===== src/rtl/mib_cmd_slave.sv =====
// MIB responder: turns MIB address/data phases from the board master into
// single-cycle local command-bus transactions and returns write acks or read data.
module mib_cmd_slave #(
    parameter logic [3:0] P_MIB_MSN              = 4'h1,
    parameter int         P_CMD_ACK_TIMEOUT_CLKS = 16
) (
    input  logic        i_sysclk,
    input  logic        i_rst_n,
    input  logic        i_mib_start,
    input  logic        i_mib_rd_wr_n,
    input  logic [15:0] i_mib_ad,
    output logic [15:0] o_mib_ad,
    output logic        o_mib_ad_oe,
    output logic        o_mib_ack,
    output logic        o_cmd_sel,
    output logic        o_cmd_rd_wr_n,
    output logic [19:0] o_cmd_byte_addr,
    output logic [31:0] o_cmd_wdata,
    input  logic        i_cmd_ack,
    input  logic [31:0] i_cmd_rdata,
    output logic        o_cmd_timeout
);

    localparam logic [2:0] IDLE     = 3'd0;
    localparam logic [2:0] ADDR2    = 3'd1;
    localparam logic [2:0] WR_HI    = 3'd2;
    localparam logic [2:0] WR_LO    = 3'd3;
    localparam logic [2:0] CMD_WAIT = 3'd4;
    localparam logic [2:0] RD_HI    = 3'd5;
    localparam logic [2:0] RD_LO    = 3'd6;
    localparam logic [2:0] WR_ACK   = 3'd7;

    localparam int               CNT_W    = $clog2(P_CMD_ACK_TIMEOUT_CLKS + 1);
    localparam logic [CNT_W-1:0] CNT_LAST = CNT_W'(P_CMD_ACK_TIMEOUT_CLKS - 1);
    localparam logic [CNT_W-1:0] CNT_MAX  = {CNT_W{1'b1}};

    logic [2:0]       state_q, state_d;
    logic             rd_wr_n_q, rd_wr_n_d;
    logic [23:0]      addr_q, addr_d;
    logic [31:0]      wdata_q, wdata_d;
    logic [31:0]      rdata_q, rdata_d;
    logic [CNT_W-1:0] cnt_q, cnt_d;
    logic             sel_q, sel_d;
    logic             ack_q, ack_d;
    logic             oe_q, oe_d;
    logic             timeout_q, timeout_d;
    logic [15:0]      mib_ad_q, mib_ad_d;

    // A new start always wins: it aborts whatever is in flight, so a late
    // local ack simply lands outside CMD_WAIT and is ignored.
    always_comb begin
        state_d   = state_q;
        rd_wr_n_d = rd_wr_n_q;
        addr_d    = addr_q;
        wdata_d   = wdata_q;
        rdata_d   = rdata_q;
        cnt_d     = cnt_q;
        mib_ad_d  = mib_ad_q;
        sel_d     = 1'b0;
        ack_d     = 1'b0;
        oe_d      = 1'b0;
        timeout_d = 1'b0;

        if (i_mib_start) begin
            rd_wr_n_d     = i_mib_rd_wr_n;
            addr_d[23:16] = i_mib_ad[7:0];
            state_d       = ADDR2;
        end else begin
            case (state_q)
                IDLE: begin
                    state_d = IDLE;
                end
                ADDR2: begin
                    addr_d[15:0] = i_mib_ad;
                    if (addr_q[23:20] != P_MIB_MSN) begin
                        state_d = IDLE;
                    end else if (rd_wr_n_q) begin
                        state_d = CMD_WAIT;
                        sel_d   = 1'b1;
                        cnt_d   = '0;
                    end else begin
                        state_d = WR_HI;
                    end
                end
                WR_HI: begin
                    wdata_d[31:16] = i_mib_ad;
                    state_d        = WR_LO;
                end
                WR_LO: begin
                    wdata_d[15:0] = i_mib_ad;
                    state_d       = CMD_WAIT;
                    sel_d         = 1'b1;
                    cnt_d         = '0;
                end
                CMD_WAIT: begin
                    if (i_cmd_ack) begin
                        if (rd_wr_n_q) begin
                            rdata_d  = i_cmd_rdata;
                            mib_ad_d = i_cmd_rdata[31:16];
                            oe_d     = 1'b1;
                            ack_d    = 1'b1;
                            state_d  = RD_HI;
                        end else begin
                            ack_d   = 1'b1;
                            state_d = WR_ACK;
                        end
                    end else if (cnt_q == CNT_LAST) begin
                        timeout_d = 1'b1;
                        state_d   = IDLE;
                    end else if (cnt_q != CNT_MAX) begin
                        cnt_d = cnt_q + 1'b1;
                    end
                end
                RD_HI: begin
                    mib_ad_d = rdata_q[15:0];
                    oe_d     = 1'b1;
                    ack_d    = 1'b1;
                    state_d  = RD_LO;
                end
                RD_LO: begin
                    state_d = IDLE;
                end
                WR_ACK: begin
                    state_d = IDLE;
                end
                default: begin
                    state_d = IDLE;
                end
            endcase
        end
    end

    always_ff @(posedge i_sysclk or negedge i_rst_n) begin
        if (!i_rst_n) begin
            state_q   <= IDLE;
            rd_wr_n_q <= 1'b0;
            addr_q    <= '0;
            wdata_q   <= '0;
            rdata_q   <= '0;
            cnt_q     <= '0;
            sel_q     <= 1'b0;
            ack_q     <= 1'b0;
            oe_q      <= 1'b0;
            timeout_q <= 1'b0;
            mib_ad_q  <= '0;
        end else begin
            state_q   <= state_d;
            rd_wr_n_q <= rd_wr_n_d;
            addr_q    <= addr_d;
            wdata_q   <= wdata_d;
            rdata_q   <= rdata_d;
            cnt_q     <= cnt_d;
            sel_q     <= sel_d;
            ack_q     <= ack_d;
            oe_q      <= oe_d;
            timeout_q <= timeout_d;
            mib_ad_q  <= mib_ad_d;
        end
    end

    assign o_mib_ad        = mib_ad_q;
    assign o_mib_ad_oe     = oe_q;
    assign o_mib_ack       = ack_q;
    assign o_cmd_sel       = sel_q;
    assign o_cmd_rd_wr_n   = rd_wr_n_q;
    assign o_cmd_byte_addr = addr_q[19:0];
    assign o_cmd_wdata     = wdata_q;
    assign o_cmd_timeout   = timeout_q;

endmodule


===== config.mk =====
export PLATFORM = sky130hd
export DESIGN_NAME = mib_cmd_slave
export DESIGN_NICKNAME = d
export VERILOG_FILES = /design/src/rtl/mib_cmd_slave.sv
export SDC_FILE = /design/constraint.sdc
export NUM_CORES = 1
export LEC_CHECK = 0
export BUFFER_PORTS_ARGS = -buffer_cell sky130_fd_sc_hd__buf_2
export CAP_MARGIN = 20
export CORE_MARGIN = 4
export CORE_UTILIZATION = 45
export CTS_CLUSTER_DIAMETER = 80
export DETAILED_ROUTE_END_ITERATION = 10
export PLACE_DENSITY_LB_ADDON = 0.25
export SLEW_MARGIN = 10
export SYNTH_ARGS = -nofsm -noshare
export SYNTH_HDL_FRONTEND = slang
export SYNTH_SLANG_ARGS = --single-unit

===== constraint.sdc =====
create_clock -name i_sysclk -period 1.9 [get_ports i_sysclk]
set_input_delay 0.19 -clock i_sysclk [delete_from_list [all_inputs] [get_ports i_sysclk]]
set_output_delay 0.19 -clock i_sysclk [all_outputs]
set_load 0.05 [all_outputs]

=== After elaboration in Yosys (flattened, before gate mapping) ===
Index checks and enable logic that the tools add are counted.

* Bits in registers: 101
* Output and inout bits: 73
* Logic and storage cells: 73

* Add/subtract/negate cells: 1
* Equal/unequal tests: 18
* Mux-type cells: 30
* Bitwise logic cells: 1
* Reduce and logical (&&, ||, !) cells: 10

{| class="wikitable"
|+ Operator list
! kind !! number
|-
| two-way mux 16 bit || 2
|-
| one-hot mux 16 bit (2 select lines) || 1
|-
| two-way mux 5 bit || 5
|-
| one-hot mux 3 bit (6 select lines) || 1
|-
| two-way mux 3 bit || 5
|-
| one-hot mux 5 bit (3 select lines) || 1
|-
| inequality test 2 bit, second input constant || 7
|-
| equality test 3 bit, second input constant || 4
|-
| two-way mux 1 bit || 11
|-
| AND reduction 4 bit || 2
|-
| AND reduction 7 bit || 1
|-
| equality test 3 x 2 -> 1 bit, second input constant || 2
|-
| one-hot mux 1 bit (2 select lines) || 3
|-
| AND reduction 2 bit || 3
|-
| adder 5 x 1 -> 5 bit, second input constant || 1
|-
| equality test 5 x 4 -> 1 bit, second input constant || 1
|-
| inequality test 5 bit, second input constant || 1
|-
| inequality test 4 x 1 -> 1 bit, second input constant || 1
|-
| inequality test 4 bit, second input constant || 1
|-
| equality test 3 x 1 -> 1 bit, second input constant || 1
|-
| zero test 3 bit || 1
|-
| nonzero test 3 bit || 1
|-
| OR reduction 3 bit || 1
|-
| two-way mux 2 bit || 1
|-
| other kinds (2) || 2
|}

=== Logic depth before layout (Yosys ltp) ===
Gate-level depths: netlist of the first run.

* Depth in word-level cells: 5
* Mapped depth: 7

=== Worst setup path after synthesis of the first run ===
Ideal clock, no wire load.

* Kind: reg-to-reg
* Start point: register cnt_q[0]
* End point: register cnt_q[4]
* Arrival: 1.697 ns
* Path slack: 0.078 ns
* Stages on the path, launching flop included: 8
* Period minus slack after synthesis: 1.822 ns
* Path through: dfrtp_1 > ha_1 > and3_1 > ha_1 > nor2_1 > nand3_1 > nand3_1 > mux2_2

* Word-level cells in the longest chain between the ends: 5
* Elaborated cells on any way between the ends: 10
* Those cells by class: add/sub: 1; eq/ne: 4; mux: 4; reduce/logical: 1

{| class="wikitable"
|+ RTL lines
! item !! RTL line !! RTL
|-
| start, declared || 42 || <nowiki>logic [CNT_W-1:0] cnt_q, cnt_d;</nowiki>
|-
| start signal, assigned || 152 || <nowiki>cnt_q <= cnt_d;</nowiki>
|-
| adder 5 x 1 -> 5 bit || 111 || <nowiki>cnt_d = cnt_q + 1'b1;</nowiki>
|-
| two-way mux 5 bit || 110 || <nowiki>end else if (cnt_q != CNT_MAX) begin</nowiki>
|-
| two-way mux 5 bit || 107 || <nowiki>end else if (cnt_q == CNT_LAST) begin</nowiki>
|-
| two-way mux 5 bit || 96 || <nowiki>if (i_cmd_ack) begin</nowiki>
|-
| one-hot mux 5 bit (3 select lines) || 69 || <nowiki>case (state_q)</nowiki>
|}

Several ways; a longest one is shown, not always the timed one. The select of a mux whose other input is x is not followed.
A chain may end at the register's enable or synchronous reset.

=== Worst setup path after layout of the first run ===
Ends and elaborated chain as after synthesis.

==> results of run 1 <==
[sequential cells by signal (all words and copies together) (netlist names)]
| signal | count |
|---|---|
| state_q | 3 |
| addr_q | 24 |
| o_cmd_rd_wr_n | 1 |
| o_cmd_sel | 1 |
| o_mib_ack | 1 |
| o_cmd_wdata | 32 |
| o_cmd_timeout | 1 |
| rdata_q | 16 |
| cnt_q | 5 |
| o_mib_ad | 16 |
| o_mib_ad_oe | 1 |
[report_power, final]
| part | switching, uW | total, uW | leakage (uW) | internal, uW |
|---|---|---|---|---|
| clock network | 734 | 1560 | 0.000117 | 823 |
| registers | 273 | 2930 | 0.00128 | 2660 |
| logic | 2190 | 2920 | 0.00147 | 731 |
| total | 3200 | 7410 | 0.00287 | 4210 |
[worst reg2reg max path, delay by kind of cell, from the launching register on]
| family | cells | cell delay, ns |
|---|---|---|
| and+or+nand+nor | 4 | 0.59 |
| muxes | 1 | 0.33 |
| DFF | 1 | 0.40 |
| adders and majority gates | 2 | 0.44 |
[cell type report]
type	instances	area, um2	area share
Clock buffer	12	155	0.0288
Clock inverter	4	77.6	0.0144
Inverter	4	15.0	0.00279
Multi-Input combinational cell	211	1610	0.300
Sequential cell	101	2530	0.470
Tap cell	129	161	0.0300
Timing Repair Buffer	145	831	0.154
[stage by stage]
| stage | setup TNS [ns] | total power [uW] | util |
|---|---|---|---|
| after floorplan | 0 | 5260 | - |
| after global placement | 0 | 5860 | 0.545 |
| after detailed placement | 0 | 5910 | 0.545 |
| after CTS | 0 | 7490 | 0.571 |
| after global routing | -0.0322 | 7790 | 0.574 |
| final | 0 | 7410 | 0.574 |
[cell usage in the layout, fill, tap and decap left out, types with 4 or more instances in the layout]
cell type and count:
buf_12 4, nand2_1 71, mux2i_1 20, dfrtp_1 101, nand2b_1 4, o21ai_0 16, nor2_1 4, nand3_1 5
clkbuf_8 11, inv_1 4, buf_2 124, mux2_4 10, mux2_2 48, a21oi_1 5, buf_4 16
[worst min path at each step]
| stage | start | end | slack [ns] |
|---|---|---|---|
| 6_report | i_mib_ad[9] | o_cmd_wdata[9] | 0.04 |
| 5_1_grt | i_cmd_rdata[14] | rdata_q[14] | 0.03 |
| 4_1_cts | i_mib_ad[14] | o_cmd_wdata[14] | 0.02 |
| 3_5_place_dp | i_rst_n | o_cmd_timeout | 0.08 |
| 3_3_place_gp | i_rst_n | o_mib_ad[1] | 0.08 |
| 2_1_floorplan | i_rst_n | addr_q[0] | -0.11 |
[cell families (layout without fill, tap and decap cells)]
family	count (synthesis)	in the layout	synth area share
adder cells (fa/ha/maj)	3	3	0.00855
multiplexers	78	78	0.203
AO/OA/AOI/OAI	28	28	0.0356
buffers and inverters	43	165	0.0644
flip-flops	101	101	0.575
AND/OR/NAND/NOR	102	102	0.113
[per-layer routing]
metal	global-route usage	part of all wire	vias up
met3	0.0602	0.062	12
met2	0.272	0.48	79
met4	0.0521	0.013	0
met1	0.220	0.44	1452
met5	0	0	-
li1	-	-	1412
[repair_timing]
action / in CTS / in global routing
setup endpoints to repair: 0 / 6
gates resized for setup: 0 / 5
endpoints found under the hold margin: 15 / 0
hold buffers: 1 / 0
buffers inserted: 0 / 2
==> metrics, run 1 <==
root buf cell=clkbuf_8; TritonRoute pass-1 iters=4; final net count=528; finished layout cell area=0.00538 mm2; critical path's slowest cell=dfrtp_1; gr ovfl total=0; critical path arrival=2.10 ns; Synth warnings=0; pre-CTS setup slack=0.0176 ns; Starting DRT DRC Count=73; worst slew pin tran=0.503 ns; ANT nets after route=0; synth cell count leaders=dfrtp_1, nand2_1, mux2_2, buf_4, mux2i_1; CP max FO=4; WHS=0.0411 ns; Layout Cells excl Fill=606; antenna violations before repair=0; post-synthesis sequential area ratio=0.575; number of port buffers=125; pin count of the biggest net entering global routing=54; top_reg_cell synth=dfrtp_1; Worst R2R Path Depth=7; FF+latch count, synth=101; Mapped Area=0.00439 mm2; endpoints failing setup=0; HPWL Detailed=6780 um; Routed WL=9460 um; worst r2r src=cnt_q[0]; vias in the first global route=3,115; H-tree levels=3; area share of the largest cell type after synthesis=0.575; via count=2,955; Placer Congestion=0.788; FFs w/ async S/R, synth=1.00; leak pwr=0.00287 uW; Mapped Cells=355; min-delay worst type=primary input to flip-flop; GR Util All Layers=0.171; MaxCap Viol Count=0; f_max=541 MHz; Chip Height=107 um; Longest Clk Path Bufs=2; critical setup path kind=flip-flop to flip-flop; WP data required=2.16 ns; CP endpoint kind=flip-flop; status=complete, no violations; TritonCTS clock tree=built; Max-slew headroom=0.665; Hold Fails Final Rpt=0; DP Area=0.00511 mm2; clock-pin transition on the worst setup and hold timing paths=0.10 ns; drt wl/cell=15.6 um; reg2reg setup slack=0.05 ns; Critical Path Stages=7; I/O Pins=126; P&R area growth vs syn=22.4%; startpoint types=flip-flop; post-layout worst setup margin=0.0508 ns; Peak VDD IR=0.927 mV; proportion of layout cells with a drive suffix above 1=0.474; core area=0.00937 mm2; number of synthesized flops with an enable pin=0; total die area=0.0114 mm2; site row count=35; worst r2r dst=cnt_q[4]; CP cell instances=ha_1 > and3_1 > ha_1 > nor2_2 > nand3_2 > nand3_2 > mux2_2; n_diodes=0; Critical Path Max Stage Delay=0.40 ns; Worst-Skew Late Latency=0.36 ns; power density over the cells=1380 mW/mm2; fin crit period=1.85 ns; placed insts=587; most common cell in the netlist=dfrtp_1; Avg Cell Area, Syn=12.4 um2; Synth cell types=38; DR vias/cell=4.88; capture point of the critical path=cnt_q[4]; CP startpoint=cnt_q[0]; first-pass GRT wire length=15,500 um; CP top delay family=simple AND/OR/NAND/NOR gates; Syn Nets=411; CP bufs+invs=0; ranking of synthesized cells by area=dfrtp_1, mux2_2, nand2_1; DRC violations left=0; cell taking the most area after synthesis=dfrtp_1; # clock sinks=101; die width=107 um; number of CTS-inserted buffers=9; Slew Viols, Final=0; crit share post-route=0.973; Clock Skew=0.00855 ns; # fillers=833; Hold Path Depth=3; initial core utilization=0.469
Power figures use the tool's default switching activity.
==> run 2: changes to the inputs <==
Settings changed: MAX_ROUTING_LAYER from default to met4.
==> run 2 against run 1 <==
Effect of this change: hold slack worse by 0.0050 ns; via count increased by 0.54%; maximum frequency is 0.71% higher; non-clock buffer count unchanged; clock skew about the same; critical path depth did not move; sequential share of layout area unchanged; flip-flop and latch count unchanged; total power is essentially flat; routed wire length barely moved; critical path type unchanged; largest power group unchanged.
==> metrics, run 2 (synthesized netlist as in run 1, its figures left out) <==
drt wl/cell=15.6 um; # fillers=833; P&R area growth vs syn=22.4%; WHS=0.0361 ns; Starting DRT DRC Count=98; CP startpoint=cnt_q[0]; Layout Utilization=0.574; proportion of layout cells with a drive suffix above 1=0.474; Worst R2R Path Depth=7; most common cell after layout, fill and taps aside=buf_2; critical path arrival=2.09 ns; first-pass GRT wire length=15,500 um; worst hold path startpoint=i_mib_ad[9]; die width=107 um; WP data required=2.16 ns; total die area=0.0114 mm2; DP Area=0.00511 mm2; HPWL Detailed=6780 um; TritonRoute pass-1 iters=4; f_max=545 MHz; Routed WL=9450 um; TritonCTS clock tree=built; antenna violations before repair=0; worst slew pin tran=0.506 ns; Peak VDD IR=0.925 mV; critical setup path kind=flip-flop to flip-flop; Hold Fails Final Rpt=0; I/O Pins=126; pin count of the biggest net entering global routing=54; ANT nets after route=0; final net count=528; MaxCap Viol Count=0; leak pwr=0.00287 uW; power density over the cells=1380 mW/mm2; CP max FO=4; core area=0.00937 mm2; status=complete, no violations; crit share post-route=0.966; CP endpoint kind=flip-flop; Clock Skew=0.00895 ns; min-delay worst type=primary input to flip-flop; root buf cell=clkbuf_8; fin crit period=1.84 ns; DRC violations left=0; Chip Height=107 um; n_diodes=0; met1 wire length=4280 um; finished layout cell area=0.00538 mm2; Worst-Skew Late Latency=0.36 ns; endpoints failing setup=0; DR WL met2=4580 um; DR vias/cell=4.90; most frequent cells in the layout=buf_2, dfrtp_1, nand2_1; via count=2,971; worst r2r src=cnt_q[0]; initial core utilization=0.469; max reg flops=32; number of port buffers=125; Hold Path Depth=3; met3 routed WL=459 um; gr ovfl total=0; number of CTS-inserted buffers=9; site row count=35; startpoint types=flip-flop; Placer Congestion=0.799; top sig layer=met4; Longest Clk Path Bufs=2; clock-pin transition on the worst setup and hold timing paths=0.10 ns; vias in the first global route=3,127; H-tree levels=3; Max-slew headroom=0.662; # clock sinks=101; Slew Viols, Final=0; GR Util All Layers=0.176
[run 2: cell counts in the layout (fill, tap and decap cells not counted)]
Identical to the previous run, type by type.
[run 2: worst paths after layout]
path,end,slack [ns]
min in group asynchronous,addr_q[0],0.24
setup reg to reg,cnt_q[4],0.06
hold reg to reg,o_cmd_wdata[15],0.48
hold / removal,o_cmd_wdata[9],0.04
setup / recovery,cnt_q[4],0.06
max in group asynchronous,addr_q[12],0.98
[run 2: per-layer routing]
layer  vias to the layer above  GRT usage
li1                       1413          -
met1                      1467      0.231
met2                        78      0.272
met3                        13     0.0452
met4                         0     0.0521
met5                         -          -
[run 2: final cells by class]
class | instances | area, um2 | share of cell area
Clock inverter | 4 | 77.6 | 0.0144
Multi-Input combinational cell | 211 | 1610 | 0.300
Timing Repair Buffer | 145 | 831 | 0.154
Tap cell | 129 | 161 | 0.0300
Inverter | 4 | 15.0 | 0.00279
Sequential cell | 101 | 2530 | 0.470
Clock buffer | 12 | 155 | 0.0288
[run 2: worst max-delay path, cell delays in order (launching register included)]
cell     delay [ns]
dfrtp_1        0.40
ha_1           0.21
and3_1         0.21
ha_1           0.21
nor2_2         0.12
nand3_2        0.13
nand3_2        0.13
mux2_2         0.33
[run 2: power by group]
group | internal [uW] | total (uW) | switching [uW]
registers | 2660 | 2930 | 274
clock network | 822 | 1560 | 733
logic | 731 | 2920 | 2190
total | 4210 | 7410 | 3200
[run 2: timing repair]
action	CTS	global route
resized for setup	0	5
hold endpoints to repair	15	0
endpoints found under the setup margin	0	6
hold buffers	1	0
buffers inserted	0	2
[run 2: stage by stage]
| step | setup TNS, ns | total power (uW) | instances | worst slack [ns] |
|---|---|---|---|---|
| after floorplan | 0 | 5260 | 355 | 0.0784 |
| after global placement | 0 | 5860 | 587 | 0.0850 |
| after detailed placement | 0 | 5910 | 587 | 0.0176 |
| after CTS | 0 | 7490 | 604 | 0.0133 |
| after global routing | -0.0300 | 7790 | 606 | -0.0190 |
| final | 0 | 7410 | 606 | 0.0639 |
